## src/rtl/ps2_key_event_rx_pkg.sv

```systemverilog
// Shared constants and types for the PS/2 key event receiver.
package ps2_key_event_rx_pkg;

  localparam logic [7:0] PS2_PREFIX_EXT = 8'hE0;
  localparam logic [7:0] PS2_PREFIX_BRK = 8'hF0;
  localparam int         EV_W           = 10;

  typedef enum logic [1:0] {
    ST_IDLE   = 2'd0,
    ST_DATA   = 2'd1,
    ST_PARITY = 2'd2,
    ST_STOP   = 2'd3
  } frame_state_t;

  typedef struct packed {
    logic       ext;
    logic       brk;
    logic [7:0] code;
  } ps2_event_t;

  // Data byte plus parity bit must carry an odd number of ones.
  function automatic logic odd_ones(input logic [8:0] v);
    return ^v;
  endfunction

endpackage

```

## src/rtl/ps2_key_event_rx_fifo.sv

```systemverilog
// Synchronous show-ahead event FIFO with count/full/empty and overflow strobe.
module ps2_event_fifo
  import ps2_key_event_rx_pkg::*;
#(
  parameter int DEPTH = 8,
  parameter int WIDTH = EV_W,
  localparam int CNT_W = $clog2(DEPTH) + 1
) (
  input  logic             clk_i,
  input  logic             rst_i,
  input  logic             push_i,
  input  logic [WIDTH-1:0] wdata_i,
  input  logic             pop_i,
  output logic [WIDTH-1:0] rdata_o,
  output logic [CNT_W-1:0] count_o,
  output logic             full_o,
  output logic             empty_o,
  output logic             ovf_set_o
);

  localparam int AW = $clog2(DEPTH);

  logic [WIDTH-1:0] mem [DEPTH];
  logic [AW-1:0]    wr_ptr;
  logic [AW-1:0]    rd_ptr;
  logic [CNT_W-1:0] count;
  logic             do_push;
  logic             do_pop;

  assign empty_o   = (count == '0);
  assign full_o    = (count == CNT_W'(DEPTH));
  assign count_o   = count;
  assign do_pop    = pop_i && !empty_o;
  // A pop in the same cycle frees the slot, so a push into a full FIFO still lands.
  assign do_push   = push_i && (!full_o || do_pop);
  assign ovf_set_o = push_i && full_o && !do_pop;
  assign rdata_o   = empty_o ? '0 : mem[rd_ptr];

  // Storage array; no reset needed since reads are gated by empty.
  always_ff @(posedge clk_i) begin
    if (do_push) mem[wr_ptr] <= wdata_i;
  end

  // Pointer and occupancy bookkeeping; pointers wrap naturally at DEPTH.
  always_ff @(posedge clk_i or negedge rst_i) begin
    if (!rst_i) begin
      wr_ptr <= '0;
      rd_ptr <= '0;
      count  <= '0;
    end else begin
      if (do_push) wr_ptr <= wr_ptr + AW'(1);
      if (do_pop)  rd_ptr <= rd_ptr + AW'(1);
      case ({do_push, do_pop})
        2'b10:   count <= count + CNT_W'(1);
        2'b01:   count <= count - CNT_W'(1);
        default: count <= count;
      endcase
    end
  end

endmodule

```

## src/rtl/ps2_key_event_rx.sv

```systemverilog
// PS/2 keyboard receiver: pin sync/filter, frame check with watchdog,
// E0/F0 prefix folding and an event FIFO.
//
//   state     | meaning
//   ST_IDLE   | waiting for a start bit (falling clk with data low)
//   ST_DATA   | shifting in 8 data bits, LSB first
//   ST_PARITY | capturing the odd-parity bit
//   ST_STOP   | checking stop bit and parity, then release byte or flag error
module ps2_key_event_rx
  import ps2_key_event_rx_pkg::*;
#(
  parameter int FILT_LEN    = 4,
  parameter int TIMEOUT_CYC = 100000,
  parameter int DEPTH       = 8,
  localparam int CNT_W      = $clog2(DEPTH) + 1
) (
  input  logic             clk_i,
  input  logic             rst_i,
  input  logic             ps2_clk_i,
  input  logic             ps2_data_i,
  input  logic             rx_en_i,
  input  logic             pop_i,
  input  logic             clr_err_i,
  output logic             ev_valid_o,
  output logic [7:0]       ev_code_o,
  output logic             ev_ext_o,
  output logic             ev_brk_o,
  output logic [CNT_W-1:0] fifo_count_o,
  output logic             fifo_full_o,
  output logic             frame_err_o,
  output logic             ovf_o
);

  localparam int             FW          = (FILT_LEN > 1) ? $clog2(FILT_LEN) : 1;
  localparam int             WW          = $clog2(TIMEOUT_CYC + 1);
  localparam logic [FW-1:0]  FILT_RELOAD = FW'(FILT_LEN - 1);
  localparam logic [WW-1:0]  WD_RELOAD   = WW'(TIMEOUT_CYC - 1);

  logic [1:0]   clk_sync;
  logic [1:0]   data_sync;
  logic         clk_s;
  logic         data_s;
  logic         filt_clk;
  logic [FW-1:0] filt_cnt;
  logic         fall_s;

  frame_state_t state;
  frame_state_t state_nx;
  logic [7:0]   shreg;
  logic [2:0]   bit_cnt;
  logic         par_bit;
  logic [WW-1:0] wd_cnt;
  logic         wd_expired;
  logic         shift_en;
  logic         par_ld;
  logic         byte_done;
  logic         frame_err;

  logic         byte_vld;
  logic [7:0]   rx_byte;
  logic         ext_flag;
  logic         brk_flag;
  logic         push;
  ps2_event_t   push_ev;
  ps2_event_t   head_ev;
  logic         empty;
  logic         ovf_set;

  assign clk_s  = clk_sync[1];
  assign data_s = data_sync[1];

  // Two-flop synchronisers; reset to the idle-high bus level.
  always_ff @(posedge clk_i or negedge rst_i) begin
    if (!rst_i) begin
      clk_sync  <= 2'b11;
      data_sync <= 2'b11;
    end else begin
      clk_sync  <= {clk_sync[0], ps2_clk_i};
      data_sync <= {data_sync[0], ps2_data_i};
    end
  end

  // Clock deglitch: down-counter runs while the synced level disagrees with the filtered one.
  always_ff @(posedge clk_i or negedge rst_i) begin
    if (!rst_i) begin
      filt_clk <= 1'b1;
      filt_cnt <= FILT_RELOAD;
    end else if (clk_s == filt_clk) begin
      filt_cnt <= FILT_RELOAD;
    end else if (filt_cnt == '0) begin
      filt_clk <= clk_s;
      filt_cnt <= FILT_RELOAD;
    end else begin
      filt_cnt <= filt_cnt - FW'(1);
    end
  end

  assign fall_s = filt_clk && !clk_s && (filt_cnt == '0);

  // Frame state register.
  always_ff @(posedge clk_i or negedge rst_i) begin
    if (!rst_i) state <= ST_IDLE;
    else        state <= state_nx;
  end

  assign wd_expired = (state != ST_IDLE) && (wd_cnt == '0) && !fall_s;

  // Frame next-state and control strobes; enable and watchdog override bit handling.
  always_comb begin
    state_nx  = state;
    shift_en  = 1'b0;
    par_ld    = 1'b0;
    byte_done = 1'b0;
    frame_err = 1'b0;
    if (!rx_en_i) begin
      state_nx = ST_IDLE;
    end else if (wd_expired) begin
      state_nx  = ST_IDLE;
      frame_err = 1'b1;
    end else if (fall_s) begin
      case (state)
        ST_IDLE:   if (!data_s) state_nx = ST_DATA;
        ST_DATA: begin
          shift_en = 1'b1;
          if (bit_cnt == 3'd7) state_nx = ST_PARITY;
        end
        ST_PARITY: begin
          par_ld   = 1'b1;
          state_nx = ST_STOP;
        end
        ST_STOP: begin
          state_nx = ST_IDLE;
          if (data_s && odd_ones({par_bit, shreg})) byte_done = 1'b1;
          else                                      frame_err = 1'b1;
        end
        default:   state_nx = ST_IDLE;
      endcase
    end
  end

  // Shift register, bit counter, parity capture and watchdog down-counter.
  always_ff @(posedge clk_i or negedge rst_i) begin
    if (!rst_i) begin
      shreg   <= '0;
      bit_cnt <= '0;
      par_bit <= 1'b0;
      wd_cnt  <= WD_RELOAD;
    end else begin
      if (state == ST_IDLE) bit_cnt <= '0;
      if (shift_en) begin
        shreg   <= {data_s, shreg[7:1]};
        bit_cnt <= bit_cnt + 3'd1;
      end
      if (par_ld) par_bit <= data_s;
      if (state == ST_IDLE || fall_s) wd_cnt <= WD_RELOAD;
      else if (wd_cnt != '0)          wd_cnt <= wd_cnt - WW'(1);
    end
  end

  // Registered byte hand-off, error pulse, and prefix flag tracking.
  always_ff @(posedge clk_i or negedge rst_i) begin
    if (!rst_i) begin
      byte_vld    <= 1'b0;
      rx_byte     <= '0;
      frame_err_o <= 1'b0;
      ext_flag    <= 1'b0;
      brk_flag    <= 1'b0;
    end else begin
      byte_vld    <= byte_done;
      frame_err_o <= frame_err;
      if (byte_done) rx_byte <= shreg;
      if (frame_err) begin
        ext_flag <= 1'b0;
        brk_flag <= 1'b0;
      end else if (byte_vld) begin
        if (rx_byte == PS2_PREFIX_EXT)      ext_flag <= 1'b1;
        else if (rx_byte == PS2_PREFIX_BRK) brk_flag <= 1'b1;
        else begin
          ext_flag <= 1'b0;
          brk_flag <= 1'b0;
        end
      end
    end
  end

  assign push    = byte_vld && (rx_byte != PS2_PREFIX_EXT) && (rx_byte != PS2_PREFIX_BRK);
  assign push_ev = {ext_flag, brk_flag, rx_byte};

  ps2_event_fifo #(.DEPTH(DEPTH), .WIDTH(EV_W)) u_fifo (
    .clk_i     (clk_i),
    .rst_i     (rst_i),
    .push_i    (push),
    .wdata_i   (push_ev),
    .pop_i     (pop_i),
    .rdata_o   (head_ev),
    .count_o   (fifo_count_o),
    .full_o    (fifo_full_o),
    .empty_o   (empty),
    .ovf_set_o (ovf_set)
  );

  assign ev_valid_o = !empty;
  assign ev_code_o  = head_ev.code;
  assign ev_ext_o   = head_ev.ext;
  assign ev_brk_o   = head_ev.brk;

  // Sticky overflow; a new drop wins over a simultaneous clear.
  always_ff @(posedge clk_i or negedge rst_i) begin
    if (!rst_i)         ovf_o <= 1'b0;
    else if (ovf_set)   ovf_o <= 1'b1;
    else if (clr_err_i) ovf_o <= 1'b0;
  end

endmodule

```

## config.mk

```make
export PLATFORM = sky130hd
export DESIGN_NAME = ps2_key_event_rx
export DESIGN_NICKNAME = d
export VERILOG_FILES = /design/src/rtl/ps2_key_event_rx_pkg.sv /design/src/rtl/ps2_key_event_rx_fifo.sv /design/src/rtl/ps2_key_event_rx.sv
export SDC_FILE = /design/constraint.sdc
export NUM_CORES = 1
export LEC_CHECK = 0
export ABC_AREA = 1
export BUFFER_PORTS_ARGS = -buffer_cell sky130_fd_sc_hd__buf_4
export CAP_MARGIN = 5
export CORE_UTILIZATION = 35
export CTS_BUF_LIST = sky130_fd_sc_hd__clkbuf_4 sky130_fd_sc_hd__clkbuf_8
export DETAILED_ROUTE_END_ITERATION = 7
export PLACE_DENSITY = 0.52
export SLEW_MARGIN = 30
export SYNTH_ARGS = -nofsm -noshare
export SYNTH_HDL_FRONTEND = slang
export SYNTH_SLANG_ARGS = --single-unit
```

## constraint.sdc

```tcl
create_clock -name clk_i -period 3 [get_ports clk_i]
set_input_delay 0.3 -clock clk_i [delete_from_list [all_inputs] [get_ports clk_i]]
set_output_delay 0.3 -clock clk_i [all_outputs]
set_load 0.05 [all_outputs]
```

# After elaboration in Yosys (flattened, before gate mapping)
# Memory sizes are Yosys's and may differ from the RTL's.
# Cells that the tools add are included.
# classes
add_sub_neg,7
eq_ne,17
n_mux,44
n_bitwise,1
n_reduce_logical,34
# ops
cell,count
$mux 17,2
$mux 1,30
$logic_not 17->1,1
$reduce_bool 17->1,1
$sub 17x1->17 const B,1
$eq 8x8->1 const B,2
$ne 8x8->1 const B,2
$mux 2,7
$reduce_bool 2->1,6
$logic_and 1x1->1,11
$mux 10,1
$add 3x1->3 const B,3
$reduce_xor 9->1,1
$ne 4x4->1 const B,2
$pmux 2 s4,1
$pmux 4 s2,1
$eq 2x2->1 const B,3
$mux 3,2
$reduce_and 2->1,3
$logic_not 1->1,5
$add 4x1->4 const B,1
$eq 2x1->1 const B,2
$eq 4x4->1 const B,1
$logic_not 2->1,2
other kinds (11),12
# totals
reg_bits,61
ramBits,80
in_bits,7
output_inout_bits,18
elab_cells,122
memories,1
# memory_table
memory,depth,width,read_ports,rd_clocked_by_memory_dff,write_ports,line_no,source
u_fifo.mem,8,10,1,0,1,ps2_key_event_rx_fifo.sv:23,logic [WIDTH-1:0] mem [DEPTH];

# Longest topological paths before layout
# depth
depth_word,9
mapped_depth,15
ltp_nobuf,15

# By module
# Synthesis repeated with hierarchy kept, for this count alone.
# hier_totals
cells_unflattened,611
hier_area_um2,6343.6
# modules_own_cells
module,n_inst,cells_per_inst,area_per_inst_um2,seq_area_each_um2
ps2_event_fifo,1,313,3776.1,2652.5
ps2_key_event_rx,1,298,2567.5,1297.5

# Worst setup path before layout
# OpenSTA, ideal clock, no wires.
# synth_path
path_kind,reg2out
startpoint,register u_fifo.count[1] (netlist: u_fifo.count_o[1])
endpoint,output port ev_code_o[0]
arrival_ps,2659
required_ps,2700
setup_slack_ps,41
path_stages_with_launch,8
path_buffers,1
path_cell_list,dfrtp_1 -> inv_1 -> nand3b_1 -> nor2_1 -> inv_1 -> clkbuf_1 -> o21ai_0 -> a31oi_1
# synth_via
elab_chain_len,2
# synth_rtl
element,line_no,source
"start, declared",ps2_key_event_rx_fifo.sv:26,logic [CNT_W-1:0] count;
"start signal, assigned",ps2_key_event_rx_fifo.sv:54,2'b10: count <= count + CNT_W'(1);
"start signal, assigned",ps2_key_event_rx_fifo.sv:55,2'b01: count <= count - CNT_W'(1);
"start signal, assigned",ps2_key_event_rx_fifo.sv:56,default: count <= count;
$logic_not 4->1,ps2_key_event_rx_fifo.sv:30,assign empty_o = (count == '0);
$mux 10,ps2_key_event_rx_fifo.sv:37,assign rdata_o = empty_o ? '0 : mem[rd_ptr];
"end, declared",ps2_key_event_rx.sv:25,"output logic [7:0] ev_code_o,"
# No other way between the ends.

# Worst setup path after layout
# layout_path
startpoint,register u_fifo.count[1] (netlist: u_fifo.count_o[1])
endpoint,output port ev_code_o[1]
# Same word-level chain as after synthesis.

==> summary by stage <==
Run status
The run finished with clean final reports.

Worst setup path
The cell with the largest stage delay on the worst path is dfrtp_1. The number of cells on the worst reg-to-reg path is 10. The most frequent cell on the critical path is inv_1.

The signal on the critical path passes through inv_1 -> nand3b_1 -> nor2_1 -> inv_1 -> o21ai_0 -> a31oi_1 -> buf_4. The delay contributed by the slowest stage of the critical path is around 0.40 ns. The critical path data arrival time is ~2.3 ns. The sum of buffers and inverters on the critical path is 3. The critical path capture point type is an output pin. The type of origin of the critical path is a flop.

The critical path class is reg2out. STA puts the critical path data required time at 2.70 ns. The critical path depth is 7. The largest fanout on the critical path is 11. The kind of cell with the highest combined delay along the critical path is buffers and inverters.

GRT
The number of global-route vias before repair is 4190. Global routing used 15.6% of the available tracks across all layers. The global-route congestion overflow total is 0. The global-route wire length before repair is 21300 um. The pin count of the biggest net entering global routing is 62. The initial antenna violation count is 0.

Pwr
The part of the power in the clock network is 27.0%. The relative contribution of sequential cells to total power is 35.8%. The share of power burned in combinational logic is 37.2%.

Dividing total power by cell area gives a power density of 887 nW/um2. The analysis attributes to cell leakage a power of 2.91 nW. In this run the power spent charging and discharging nets is ~0.0025 W. Internal power comes to just under 0.004 W. The worst vdd rail ir drop is between 0.7 and 0.8 mV. In this run switching power makes up 39.0% of total power.

Logic synthesis
The cell accounting for the most synthesized area is edfxtp_1. A synthesized cell averages 10.2 um2. Yosys attributes the largest share of cell area to edfxtp_1 38%, dfrtp_1 18%, dfstp_2 7.1%. After synthesis, the share of flip-flops with an asynchronous set or reset is 43.3%. The number of synthesized register bits is about 140. The share of synthesized area occupied by flip-flops and latches is 63.0%. Synthesis produced a netlist with a net count of 635. Ranked by instance count, the synthesized netlist is headed by 94 x nand2_1, 94 x nor2_1, 80 x edfxtp_1. Among all flip-flop cells after synthesis, the most frequent one is edfxtp_1. The number of enable flip-flop cells after synthesis is 80. The cell area after synthesis is ~6300 um2. After synthesis, the netlist uses 39 different library cells.

The area fraction of the dominant cell type after synthesis is around two fifths. The count of yosys warnings during synthesis is 0. The post-synthesis instance total is ~600.

Worst hold path
The worst hold path depth is 2. The class of the most critical hold timing path is in2reg.

Clock tree
The clock-pin slew on the worst setup and hold paths is ~0.080 ns. The insertion delay to the later sink of the worst-skew pair is 0.45 ns. The root cell of the clock tree is clkbuf_8. The TritonCTS sink count is 141. The maximum count of clock buffers along a single path is 2.

The depth of the CTS H-tree is 4. The TritonCTS clock tree is yes. Once the clock tree was built, the resizer swapped 0 gates to a different size.

The number of clock buffers inserted by TritonCTS is 17.

Timing
The transition time at the pin with the least slew margin is approximately 0.8 ns. Setup repair after global routing left no endpoint under its margin. Hold timing on the final database bottoms out at a slack of 0.0319 ns. Setup violations remaining at the end of the flow were counted as 0. Static timing analysis puts the maximum clock frequency at 381 MHz.

The worst path in the final design needs a cycle of 2.62 ns, including I/O delays and setup. Measured against its own limit, the worst slew margin works out to 47.6%. The final hold violation count was 0. The number of pins with negative max-slew slack in the final report is 0. On the final layout, the worst clock skew is 0.0138 ns. The share of the clock period used by the worst path after layout is around 90%.

The setup TNS after final layout is 0 ns.

Finish
The footprint of the multi-input gates is around 2000 um2. The sequential cells in the finished layout cover a total of just under 4000 um2. The count of cells in the finished layout, fillers not included, comes to 894. The number of nets in the layout is 676. The area growth from synthesis to layout is 15.8%.

At the end of the flow the core is filled with cells to around two fifths. The finished cells cover 7260 um2. The proportion of layout cells with a drive suffix above 1 is 17.2%. After filler insertion, the fill cell instance count of the layout stands at ~1.7k.

The antenna diode count is 0.

Routing
After detailed routing, the number of remaining DRC violations is 0. The detailed-routing wirelength on met1 is 6180 um. The met3 wire length is 377 um. The detail route stage leaves a number of antenna-violating nets equal to 0. The post-detailed-route via-to-cell ratio is 4.75. Dividing the detail-routed wire length by the instance count gives 14.7 um. The highest routed metal layer is met4.

The count of TritonRoute iterations in the first routing pass is 4. In the detailed route, the total length drawn on met2 is between 6000 and 7000 um. The total wirelength of the detailed-routed design is approximately 13000 um.

The routed layout has 4245 vias. The first routing iteration left 301 violations.

Floorplanning
The region available for standard cell placement spans 17400 um2. The die is 136 um wide. In this run the count of I/O pins placed on the die edge is 25. The initial core utilization is 36.0%.

The number of placement rows is 48. The floorplan step defined a die boundary enclosing 18500 um2. The floorplan die height is 136 um.

Placed design
Routability-driven placement finished with a final weighted congestion of about 0.85. The number of I/O port buffers is 24. The total cell area at the placement stage is 6770 um2. The HPWL reported at the end of detailed placement is 8650 um. After detailed placement, the design holds a cell count of 859.

Flow run
The number of max-capacitance violations reported is 0.
[routing by layer]
metal	global-route usage [%]	vias to the layer above
li1	-	2144
met1	19.6	2023
met2	25.5	65
met3	3.91	13
met4	6.30	0
met5	0	-
[through the flow]
stage / power [W] / setup slack, ns
floorplan: 0.00407 / 0.0415
global placement: 0.00471 / 0.812
detailed placement: 0.00475 / 0.731
CTS: 0.00651 / 0.362
global route: 0.00681 / 0.258
finish: 0.00644 / 0.378
[sequential cells by signal, indices dropped and copies added (netlist names), 2 cells and up]
signal          count
bit_cnt             3
filt_cnt            2
clk_sync            2
data_sync           2
u_fifo.wr_ptr       3
u_fifo.count_o      4
rx_byte             8
shreg               8
u_fifo.rd_ptr       3
wd_cnt             17
state               2
u_fifo.mem         80
[kinds of logic after synthesis]
logic type / count (synthesis) / synth area share [%]
buf+inv: 87 / 5.29
xor+xnor: 14 / 1.96
fa+ha+maj: 13 / 2.59
simple gates: 241 / 16.7
flops: 141 / 63.0
compound gates: 119 / 10.5
[cell type report]
cell class / instances / share of cell area, %
clock buffers: 23 / 4.27
clock inverters: 9 / 2.14
inverters: 68 / 3.58
multi-input cells: 387 / 27.4
flip-flops and latches: 141 / 54.4
well taps: 225 / 3.88
repair buffers: 41 / 4.34
[path summary, 6_finish.rpt]
path | from | end | slack (ns)
hold reg to reg | clk_sync[0]$_DFF_PN1_ | clk_sync[1]$_DFF_PN1_ | 0.36
min in group asynchronous | rst_i | u_fifo.wr_ptr[0]$_DFFE_PN0P_ | 0.49
hold / removal | clr_err_i | ovf_o$_DFFE_PN0P_ | 0.03
setup / recovery | u_fifo.count_o[1]$_DFFE_PN0P_ | ev_code_o[1] | 0.38
setup reg to reg | rx_byte[3]$_DFFE_PN0P_ | u_fifo.mem[4][2]$_DFFE_PP_ | 0.75
max in group asynchronous | rst_i | shreg[2]$_DFFE_PN0P_ | 2.01
[power by group through the flow]
stage	logic [W]	registers, W	clock network [W]
2_1_floorplan	0.00165	0.00241	0
3_3_place_gp	0.00237	0.00234	0
3_5_place_dp	0.00241	0.00234	0
4_1_cts	0.00242	0.00231	0.00178
5_1_grt	0.00264	0.00232	0.00185
6_report	0.00239	0.00231	0.00174
[cell usage in the layout, fill, tap and decap left out, types with 3 or more instances in the layout]
master / instances
a21oi_1: 9
a31oi_1: 11
buf_4: 38
bufinv_16: 4
clkbuf_8: 22
dfrtp_1: 44
dfstp_2: 17
dlygate4sd3_1: 3
edfxtp_1: 80
ha_1: 13
inv_1: 62
inv_2: 5
nand2_1: 94
nand2_2: 4
nand3_1: 14
nand4_1: 4
nor2_1: 94
nor2_2: 7
nor3_1: 11
o21ai_0: 67
o21ai_1: 10
o21ai_2: 4
o22ai_1: 11
xnor2_1: 7
xor2_1: 7
[timing repair]
item                                   in CTS  in global routing
endpoints found under the hold margin      46                  0
hold buffers                                3                  0
setup buffers                               0                  0
(Power assumes the default switching activity.)
